### src/rtl/uart_tx_fifo_if.sv
// Write-side valid/ready handshake between a word-producing core and uart_tx_fifo.
interface uart_tx_fifo_if #(
    parameter int DATA_BITS = 8
);
    logic [DATA_BITS-1:0] data;
    logic                 data_valid;
    logic                 data_ready;

    modport master (output data, output data_valid, input data_ready);
    modport slave  (input data, input data_valid, output data_ready);
endinterface

### src/rtl/uart_tx_fifo.sv
// UART transmitter with a write FIFO, configurable word width, optional parity
// and one or two stop bits; frames are sent back to back while words are queued.
module uart_tx_fifo #(
    parameter int CLKS_PER_BIT = 868,
    parameter int DATA_BITS    = 8,
    parameter int PARITY       = 0,
    parameter int STOP_BITS    = 1,
    parameter int FIFO_DEPTH   = 16
) (
    input  logic                        clk,
    input  logic                        rst,
    uart_tx_fifo_if.slave               host,
    output logic                        tx,
    output logic                        busy,
    output logic                        tx_done,
    output logic [$clog2(FIFO_DEPTH):0] fifo_count
);
    localparam int AW = $clog2(FIFO_DEPTH);
    localparam int BW = (CLKS_PER_BIT > 1) ? $clog2(CLKS_PER_BIT) : 1;
    localparam logic [BW-1:0] BAUD_LAST   = BW'(CLKS_PER_BIT - 1);
    localparam logic [3:0]    DATA_LAST   = 4'(DATA_BITS - 1);
    localparam logic [3:0]    STOP_LAST   = 4'(STOP_BITS - 1);
    localparam logic [AW:0]   FULL_COUNT  = (AW+1)'(FIFO_DEPTH);
    localparam logic [AW:0]   EMPTY_COUNT = (AW+1)'(0);
    localparam logic          HAS_PARITY  = (PARITY != 0);

    typedef enum logic [2:0] {
        ST_IDLE   = 3'd0,
        ST_START  = 3'd1,
        ST_DATA   = 3'd2,
        ST_PARITY = 3'd3,
        ST_STOP   = 3'd4
    } state_t;

    state_t                 state_r;
    logic [BW-1:0]          baud_r;
    logic [3:0]             bit_cnt_r;
    logic [DATA_BITS-1:0]   shreg_r;
    logic                   par_r;

    logic [DATA_BITS-1:0]   mem_r [FIFO_DEPTH];
    logic [AW-1:0]          wr_ptr_r;
    logic [AW-1:0]          rd_ptr_r;
    logic [AW:0]            count_r;

    logic                   push_s;
    logic                   pop_s;
    logic                   frame_end_s;
    logic [DATA_BITS-1:0]   rd_word_s;

    // Odd parity makes the total count of ones (data plus parity) odd.
    function automatic logic parity_bit(input logic [DATA_BITS-1:0] word);
        logic p;
        if (PARITY == 1) begin
            p = ~(^word);
        end else begin
            p = ^word;
        end
        return p;
    endfunction

    // Handshake and pop decode; pops happen only when a new frame is launched.
    always_comb begin
        push_s      = host.data_valid && (count_r != FULL_COUNT);
        frame_end_s = (state_r == ST_STOP) && (baud_r == BAUD_LAST) && (bit_cnt_r == STOP_LAST);
        rd_word_s   = mem_r[rd_ptr_r];
        if (count_r != EMPTY_COUNT) begin
            pop_s = (state_r == ST_IDLE) || frame_end_s;
        end else begin
            pop_s = 1'b0;
        end
    end

    assign host.data_ready = (count_r != FULL_COUNT);
    assign busy            = (state_r != ST_IDLE) || (count_r != EMPTY_COUNT);
    assign fifo_count      = count_r;

    // FIFO storage; contents need no reset because the count gates every read.
    always_ff @(posedge clk) begin
        if (push_s) begin
            mem_r[wr_ptr_r] <= host.data;
        end
    end

    // FIFO pointers and occupancy; a push and pop on the same edge cancel out.
    always_ff @(posedge clk) begin
        if (rst) begin
            wr_ptr_r <= {AW{1'b0}};
            rd_ptr_r <= {AW{1'b0}};
            count_r  <= EMPTY_COUNT;
        end else begin
            if (push_s) begin
                wr_ptr_r <= wr_ptr_r + AW'(1);
            end
            if (pop_s) begin
                rd_ptr_r <= rd_ptr_r + AW'(1);
            end
            case ({push_s, pop_s})
                2'b10:   count_r <= count_r + (AW+1)'(1);
                2'b01:   count_r <= count_r - (AW+1)'(1);
                default: count_r <= count_r;
            endcase
        end
    end

    // Frame sequencer; tx is loaded with the next bit value on each bit boundary.
    always_ff @(posedge clk) begin
        if (rst) begin
            state_r   <= ST_IDLE;
            baud_r    <= BW'(0);
            bit_cnt_r <= 4'd0;
            shreg_r   <= {DATA_BITS{1'b0}};
            par_r     <= 1'b0;
            tx        <= 1'b1;
            tx_done   <= 1'b0;
        end else begin
            tx_done <= 1'b0;
            case (state_r)
                ST_IDLE: begin
                    baud_r    <= BW'(0);
                    bit_cnt_r <= 4'd0;
                    if (pop_s) begin
                        shreg_r <= rd_word_s;
                        par_r   <= parity_bit(rd_word_s);
                        tx      <= 1'b0;
                        state_r <= ST_START;
                    end else begin
                        tx <= 1'b1;
                    end
                end
                ST_START: begin
                    if (baud_r == BAUD_LAST) begin
                        baud_r  <= BW'(0);
                        tx      <= shreg_r[0];
                        state_r <= ST_DATA;
                    end else begin
                        baud_r <= baud_r + BW'(1);
                    end
                end
                ST_DATA: begin
                    if (baud_r == BAUD_LAST) begin
                        baud_r <= BW'(0);
                        if (bit_cnt_r == DATA_LAST) begin
                            bit_cnt_r <= 4'd0;
                            if (HAS_PARITY) begin
                                tx      <= par_r;
                                state_r <= ST_PARITY;
                            end else begin
                                tx      <= 1'b1;
                                state_r <= ST_STOP;
                            end
                        end else begin
                            bit_cnt_r <= bit_cnt_r + 4'd1;
                            shreg_r   <= shreg_r >> 1;
                            tx        <= shreg_r[1];
                        end
                    end else begin
                        baud_r <= baud_r + BW'(1);
                    end
                end
                ST_PARITY: begin
                    if (baud_r == BAUD_LAST) begin
                        baud_r  <= BW'(0);
                        tx      <= 1'b1;
                        state_r <= ST_STOP;
                    end else begin
                        baud_r <= baud_r + BW'(1);
                    end
                end
                ST_STOP: begin
                    if (baud_r == BAUD_LAST) begin
                        baud_r <= BW'(0);
                        if (bit_cnt_r == STOP_LAST) begin
                            bit_cnt_r <= 4'd0;
                            tx_done   <= 1'b1;
                            // A queued word starts its start bit on this same edge.
                            if (pop_s) begin
                                shreg_r <= rd_word_s;
                                par_r   <= parity_bit(rd_word_s);
                                tx      <= 1'b0;
                                state_r <= ST_START;
                            end else begin
                                tx      <= 1'b1;
                                state_r <= ST_IDLE;
                            end
                        end else begin
                            bit_cnt_r <= bit_cnt_r + 4'd1;
                        end
                    end else begin
                        baud_r <= baud_r + BW'(1);
                    end
                end
                default: begin
                    state_r <= ST_IDLE;
                    tx      <= 1'b1;
                end
            endcase
        end
    end
endmodule

### src/flat_wrapper.sv
// flat-port wrapper written by rule: the top's interface ports become plain ports
module uart_tx_fifo_flat 
#(
    parameter int CLKS_PER_BIT = 868,
    parameter int DATA_BITS    = 8,
    parameter int PARITY       = 0,
    parameter int STOP_BITS    = 1,
    parameter int FIFO_DEPTH   = 16
)
  (clk, rst, tx, busy, tx_done, fifo_count, host_data, host_data_valid, host_data_ready);
  uart_tx_fifo_if #(.DATA_BITS(DATA_BITS)) host_i ();
  input  logic clk;
  input  logic rst;
  output logic tx;
  output logic busy;
  output logic tx_done;
  output logic [$clog2(FIFO_DEPTH):0] fifo_count;
  input wire logic [$bits(host_i.data)-1:0] host_data;
  input wire logic [$bits(host_i.data_valid)-1:0] host_data_valid;
  output wire logic [$bits(host_i.data_ready)-1:0] host_data_ready;
  assign host_i.data = host_data;
  assign host_i.data_valid = host_data_valid;
  assign host_data_ready = host_i.data_ready;
  uart_tx_fifo #(.CLKS_PER_BIT(CLKS_PER_BIT), .DATA_BITS(DATA_BITS), .PARITY(PARITY), .STOP_BITS(STOP_BITS), .FIFO_DEPTH(FIFO_DEPTH)) u_core (.clk(clk), .rst(rst), .host(host_i), .tx(tx), .busy(busy), .tx_done(tx_done), .fifo_count(fifo_count));
endmodule
### config.mk
export PLATFORM = sky130hd
export DESIGN_NAME = uart_tx_fifo_flat
export DESIGN_NICKNAME = d
export VERILOG_FILES = /design/src/rtl/uart_tx_fifo_if.sv /design/src/rtl/uart_tx_fifo.sv /design/src/flat_wrapper.sv
export SDC_FILE = /design/constraint.sdc
export NUM_CORES = 1
export LEC_CHECK = 0
export ABC_CLOCK_PERIOD_IN_PS = 4450
export CAP_MARGIN = 20
export CORE_ASPECT_RATIO = 0.8
export CORE_MARGIN = 4
export CORE_UTILIZATION = 61
export CTS_CLUSTER_DIAMETER = 60
export DETAILED_ROUTE_END_ITERATION = 8
export GPL_TIMING_DRIVEN = 0
export PLACE_DENSITY = 0.76
export RECOVER_POWER = 50
export SETUP_SLACK_MARGIN = 0.3
export SYNTH_ARGS = -nofsm -noshare
export SYNTH_HDL_FRONTEND = slang
export SYNTH_SLANG_ARGS = --single-unit
### constraint.sdc
create_clock -name clk -period 4.45 [get_ports clk]
set_input_delay 0.445 -clock clk [delete_from_list [all_inputs] [get_ports clk]]
set_output_delay 0.445 -clock clk [all_outputs]
set_load 0.005 [all_outputs]
# --- After elaboration in Yosys (flattened, before gate mapping) ---
# Memory sizes are Yosys's and may differ from the RTL's. A register that Yosys moved wholly into a read port is not among the register bits.
# Cells that the tools add are included.
totals:
  ff_bits: 40
  ramBits: 128
  input_bits: 11
  out_inout_bits: 9
  wordCells: 90
  n_memories: 1
memory_table:
  columns: ["memory", "depth", "width", "rd", "rd_ports_with_merged_regs", "wr", "line_no", "text"]
  rows:
  - ["u_core.mem_r", 16, 8, 1, 1, 1, "uart_tx_fifo.sv:41", "logic [DATA_BITS-1:0] mem_r [FIFO_DEPTH];"]
op_classes:
  n_addsub: 6
  eq_ne: 17
  n_mux: 37
  n_bitwise: 2
  n_reduce_logical: 18
op_table:
  columns: ["operator", "count"]
  rows:
  - ["2-to-1 mux 8 bit", 5]
  - ["2-to-1 mux 4 bit", 6]
  - ["one-hot mux 8 bit (3 select lines)", 1]
  - ["2-to-1 mux 3 bit", 7]
  - ["one-hot mux 10 bit (2 select lines)", 1]
  - ["one-hot mux 3 bit (5 select lines)", 1]
  - ["adder 4 x 1 -> 4 bit (second input constant)", 3]
  - ["2-to-1 mux 1 bit", 12]
  - ["one-hot mux 4 bit (3 select lines)", 1]
  - ["adder 10 x 1 -> 10 bit (second input constant)", 1]
  - ["== test 10 bit (second input constant)", 1]
  - ["2-to-1 mux 10 bit", 1]
  - ["!= test 2 x 1 -> 1 bit (second input constant)", 5]
  - ["one-hot mux 5 bit (2 select lines)", 1]
  - ["AND reduction 5 bit", 2]
  - ["AND reduction 7 bit", 1]
  - ["== test 3 x 2 -> 1 bit (second input constant)", 2]
  - ["!= test 2 bit (second input constant)", 3]
  - ["nonzero test 3 bit", 2]
  - ["adder 5 x 1 -> 5 bit (second input constant)", 1]
  - ["!= test 5 bit (second input constant)", 1]
  - ["one-hot mux 1 bit (5 select lines)", 1]
  - ["nonzero test 5 bit", 1]
  - ["subtractor 5 x 1 -> 5 bit (second input constant)", 1]
  - ["14 further kinds", 19]

# --- Depth between registers and ports, before layout ---
logic_depth:
  ltp_word: 9
  ltp_mapped: 14
  mapped_depth_nobuf: 13

# --- Worst setup path before layout ---
# OpenSTA, ideal clock, no wires.
synth_path:
  path_kind: "reg-to-reg"
  startpoint: "register u_core.count_r[1], in the netlist u_core.fifo_count[1]"
  endpoint: "register u_core.count_r[4], in the netlist u_core.fifo_count[4]"
  setup_ns: 0.121
  arrival_time_ns: 2.988
  t_required_ns: 4.329
  slack_ns: 1.341
  path_stages_with_launch: 14
  n_path_buf: 2
  synth_period_minus_slack_ns: 3.109
  cell_sequence: "dfxtp_1 -> buf_6 -> or4_4 -> o21ai_4 -> nor2_2 -> ha_1 -> clkbuf_2 -> xor2_1 -> ha_1 -> o21a_1 -> o22a_1 -> a21oi_1 -> mux2i_1 -> mux2_2"
synth_via:
  elab_chain_len: 4
  elab_cells_between_ends: 10
  cone_classes: "2 x add/sub; 3 x eq/ne; 2 x mux; 3 x reduce/logical"
synth_lines:
  columns: ["element", "line_no", "text"]
  rows:
  - ["start, declared", "uart_tx_fifo.sv:44", "logic [AW:0] count_r;"]
  - ["start signal, assigned", "uart_tx_fifo.sv:99", "2'b10: count_r <= count_r + (AW+1)'(1);"]
  - ["start signal, assigned", "uart_tx_fifo.sv:100", "2'b01: count_r <= count_r - (AW+1)'(1);"]
  - ["start signal, assigned", "uart_tx_fifo.sv:101", "default: count_r <= count_r;"]
  - ["branches (longest 4 deep; another with subtractor 5 x 1 -> 5 bit)", null, null]
# Several ways; the timed one is not identified.
# A chain may end at the register's enable or synchronous reset.

# --- Worst setup path after layout ---
layout_path:
  startpoint: "register u_core.bit_cnt_r[0]"
  endpoint: "register u_core.count_r[4], in the netlist u_core.fifo_count[4]"
layout_via:
  elab_chain_len: 6
  elab_cells_between_ends: 8
  cone_classes: "2 x eq/ne; 2 x mux; 4 x reduce/logical"
layout_lines:
  columns: ["element", "line_no", "text"]
  rows:
  - ["start, declared", "uart_tx_fifo.sv:37", "logic [3:0] bit_cnt_r;"]
  - ["start signal, assigned", "uart_tx_fifo.sv:153", "bit_cnt_r <= bit_cnt_r + 4'd1;"]
  - ["start signal, assigned", "uart_tx_fifo.sv:187", "bit_cnt_r <= bit_cnt_r + 4'd1;"]
  - ["logical NOT 4 bit (*)", "uart_tx_fifo.sv:65", "frame_end_s = (state_r == ST_STOP) && (baud_r == BAUD_LAST) && (bit_cnt_r == STOP_LAST);"]
  - ["logical AND 1 bit (*)", "uart_tx_fifo.sv:65", null]
  - ["logical OR 1 bit (*)", "uart_tx_fifo.sv:68", "pop_s = (state_r == ST_IDLE) || frame_end_s;"]
  - ["2-to-1 mux 1 bit (*)", "uart_tx_fifo.sv:67", "if (count_r != EMPTY_COUNT) begin"]
  - ["== test 2 x 1 -> 1 bit / == test 2 bit (equally long branches)", "uart_tx_fifo.sv:98", "case ({push_s, pop_s})"]
  - ["one-hot mux 5 bit (2 select lines) / nonzero test 2 bit (equally long branches)", null, null]
# Mark *: on every way between the ends. The rest lies on a longest branch, timed or not.

==> results.md <==
- Worst Skew: about 0.0071 ns
- Layout cell share with drive strength beyond 1: 0.191
- Reg-to-reg startpoint: u_core.bit_cnt_r[0]$_SDFFE_PP0P_
- Critical Path Sink Type: flop
- Hold Slack: ~0.47 ns
- Die area: between 10,000 and 15,000 µm²
- Initial Util: 0.625
- Synth unique cells: 57
- Post-CTS resize count: 0
- Routed wire length per instance: 21.0 µm
- CTS H-tree lvls: 4
- Post-CTS Setup Bufs: 0
- Initial antenna violation count: 0
- Number of synthesized register bits: around 170
- Top cells by area, synth: edfxtp_1 (53%), dfxtp_1 (12%), mux4_2 (10%), nor2_1 (2.6%), mux2i_1 (2.2%)
- Top cell type's share of synthesized area: 0.534
- Via-to-Cell Ratio: 6.09
- CORE AREA: 11,500 µm²
- Relative slew slack: 0.258
- Mapped Area: 7200 µm²
- Number of placed I/O pins: 20
- Setup ws final: 0.582 ns
- Met2 Track Usage GR: 0.332
- Worst Hold Class: reg2reg
- DR iter-0 viols: 342
- First drt pass iteration count: 4
- Fin crit period: 3.87 ns
- Worst Setup Path Type: reg2reg
- CP startpoint kind: flop
- Num rows: 35
- P_leak: 2.67 nW
- Met3 Usage GRT: 0.0562
- Net Count, Synth: 492
- Post-placement setup slack: 0.922 ns
- Post-Route Setup TNS: 0 ns
- Pwr Total: 0.00420 W
- M1 GR Usage: 0.331
- FFs w/ async S/R, synth: 0
- Worst Path Required: 4.77 ns
- N_diodes: 0
- GP Congestion: 0.809
- Skew-Pair Late Insertion Delay: roughly 0.42 ns
- Post-synthesis sequential area ratio: 0.656
- Busiest grt layer: met2
- R2R Setup Slk: 0.58 ns
- Vias in the first global route: 4,024
- HP Start: u_core.tx$_SDFFE_PP1P_
- Global-route wire length before repair: roughly 22 mm
- Antenna Nets Post-Route: 0
- Period utilization: 0.869
- Via count: 4,058
- Cells after Synth: 469
- Total Wirelength: 14.0 mm
- RSZ-0062 raised after global routing: false
- Final setup fails: 0
- Post-CTS Hold Fix Bufs: 0
- Clk sinks: 172
- DRC viols: 0
- Die Height: around 110 µm
- PD cells: 518 nW/µm²
- Area Overhead vs Synth: 12.4%
- Worst-path clk slew: 0.07 ns
- Status: finished clean
- F_max: roughly 260 MHz
- Fin area: approximately 8100 µm²
- Worst R2R End: u_core.fifo_count[4]$_SDFFE_PP0P_
- Layout Nets: 529
- FILL cells: 733
- Die W: 129 µm
- Max-cap violations: 0
- Post-synth EDFFs: 128
- Placed Area: between 7000 and 8000 µm²
- Syn Area/Cell: between 15 and 20 µm²
- Slew @ Worst Pin: 1.10 ns
- Leading area contributor after synthesis: edfxtp_1
- Worst Hold Path EP: u_core.tx$_SDFFE_PP1P_
- Cell depth of the worst flop-to-flop path: 14
- Ys flop type: edfxtp_1
- Gr ovfl total: 0
- Clock Path Buffers: 2
- PortBufs: 18
- CP max FO: 8
- Synth warn: 0
- Final slew viol count: 0
- VDD IR max: 347 µV
- Endpoints failing hold: 0
- GRT Util Overall: 0.222
- Root Buffer Master: clkbuf_16
- Largest net degree at the start of global routing: 17
- Worst Hold Path Cells: 1
- Critical path data arrival time: 4.19 ns
- Detailed placement HPWL: 9.36 mm
- CTS tree: done
- Num CTS Buffers: 17
## cell type report
| cell class | count | area [µm²] | area share |
|---|---|---|---|
| sequential | 172 | 4720 | 0.584 |
| clock buffer | 17 | 425 | 0.0526 |
| tap | 148 | 185 | 0.0229 |
| buffer | 25 | 130 | 0.0161 |
| inverter | 10 | 37.5 | 0.00464 |
| clock inverter | 14 | 98.8 | 0.0122 |
| multi-input combinational | 262 | 2310 | 0.286 |
| timing repair buffer | 18 | 180 | 0.0223 |
## state kept, by name, indices dropped and copies added (netlist names), named ones only
name and count:
u_core.mem_r 128, u_core.baud_r 10, u_core.shreg_r 8, u_core.fifo_count 5, u_core.bit_cnt_r 4, u_core.rd_ptr_r 4
u_core.wr_ptr_r 4, u_core.state_r 3, u_core.tx 1, u_core.tx_done 1
## how the worst max path moves through the flow
stage	from	end	slack, ns	depth (start not counted)
3_3_place_gp	u_core.bit_cnt_r[0]$_SDFFE_PP0P_	u_core.fifo_count[4]$_SDFFE_PP0P_	0.98	14
2_1_floorplan	u_core.fifo_count[1]$_SDFFE_PP0P_	u_core.fifo_count[4]$_SDFFE_PP0P_	1.34	13
6_report	u_core.bit_cnt_r[0]$_SDFFE_PP0P_	u_core.fifo_count[4]$_SDFFE_PP0P_	0.58	14
5_1_grt	u_core.bit_cnt_r[0]$_SDFFE_PP0P_	u_core.fifo_count[4]$_SDFFE_PP0P_	0.35	14
4_1_cts	u_core.bit_cnt_r[0]$_SDFFE_PP0P_	u_core.fifo_count[4]$_SDFFE_PP0P_	0.88	14
3_5_place_dp	u_core.bit_cnt_r[0]$_SDFFE_PP0P_	u_core.fifo_count[4]$_SDFFE_PP0P_	0.92	14
## per-stage QoR
step	utilization	cells
floorplan	-	469
global placement	0.657	635
detailed placement	0.659	635
CTS	0.704	666
global route	0.703	666
finish	0.703	666
## routing by layer
layer	share of wire	wire [µm]
met4	0.0097	136
met1	0.47	6570
met3	0.046	642
met5	0	0
met2	0.48	6660
## critical path, stage by stage (launching register included)
cell,delay [ns]
dfxtp_1,0.38
inv_1,0.07
ha_1,0.21
nor3b_1,0.15
a41oi_1,0.78
nor2_2,0.22
ha_1,0.29
clkbuf_2,0.16
xor2_1,0.15
ha_1,0.20
o21a_1,0.18
o22a_1,0.19
a21oi_1,0.18
mux2i_1,0.25
mux2_2,0.35
## cell usage in the layout, fill, tap and decap left out, types with 9 or more instances in the layout
| master | synthesis | routed |
|---|---|---|
| mux4_2 | 32 | 32 |
| inv_1 | 10 | 10 |
| nor2_1 | 49 | 49 |
| dfxtp_1 | 44 | 44 |
| xnor2_1 | 10 | 10 |
| a21oi_1 | 18 | 18 |
| nor3_1 | 13 | 9 |
| ha_1 | 12 | 12 |
| dlygate4sd3_1 | 0 | 15 |
| edfxtp_1 | 128 | 128 |
| xor2_1 | 9 | 9 |
| clkbuf_16 | 0 | 17 |
| nand2_1 | 16 | 16 |
| mux2i_1 | 16 | 16 |
## where the power goes
| part | leakage (nW) | internal, W | switching (W) | total, W |
|---|---|---|---|---|
| logic | 0.916 | 0.000465 | 0.000521 | 0.000986 |
| clock network | 0.240 | 0.000708 | 0.000607 | 0.00131 |
| registers | 1.51 | 0.00183 | 0.0000623 | 0.00190 |
## cells by family after synthesis
family,synth area share
flops,0.656
simple gates,0.0890
compound gates,0.0560
mux,0.130
buf+inv,0.0235
xor+xnor,0.0231
fa+ha+maj,0.0222
## cell usage after synthesis, types with 5 or more instances
| cell type | instances |
|---|---|
| nor3_1 | 13 |
| nand3_1 | 8 |
| o2bb2ai_1 | 7 |
| edfxtp_1 | 128 |
| nor2b_1 | 5 |
| inv_1 | 10 |
| nand2_1 | 16 |
| dfxtp_1 | 44 |
| xor2_1 | 9 |
| mux2_2 | 5 |
| nor2_1 | 49 |
| ha_1 | 12 |
| nand4_1 | 5 |
| clkbuf_1 | 7 |
| o22ai_1 | 6 |
| xnor2_1 | 10 |
| buf_2 | 9 |
| mux2i_1 | 16 |
| a21oi_1 | 18 |
| mux4_2 | 32 |
(Power assumes the default switching activity.)
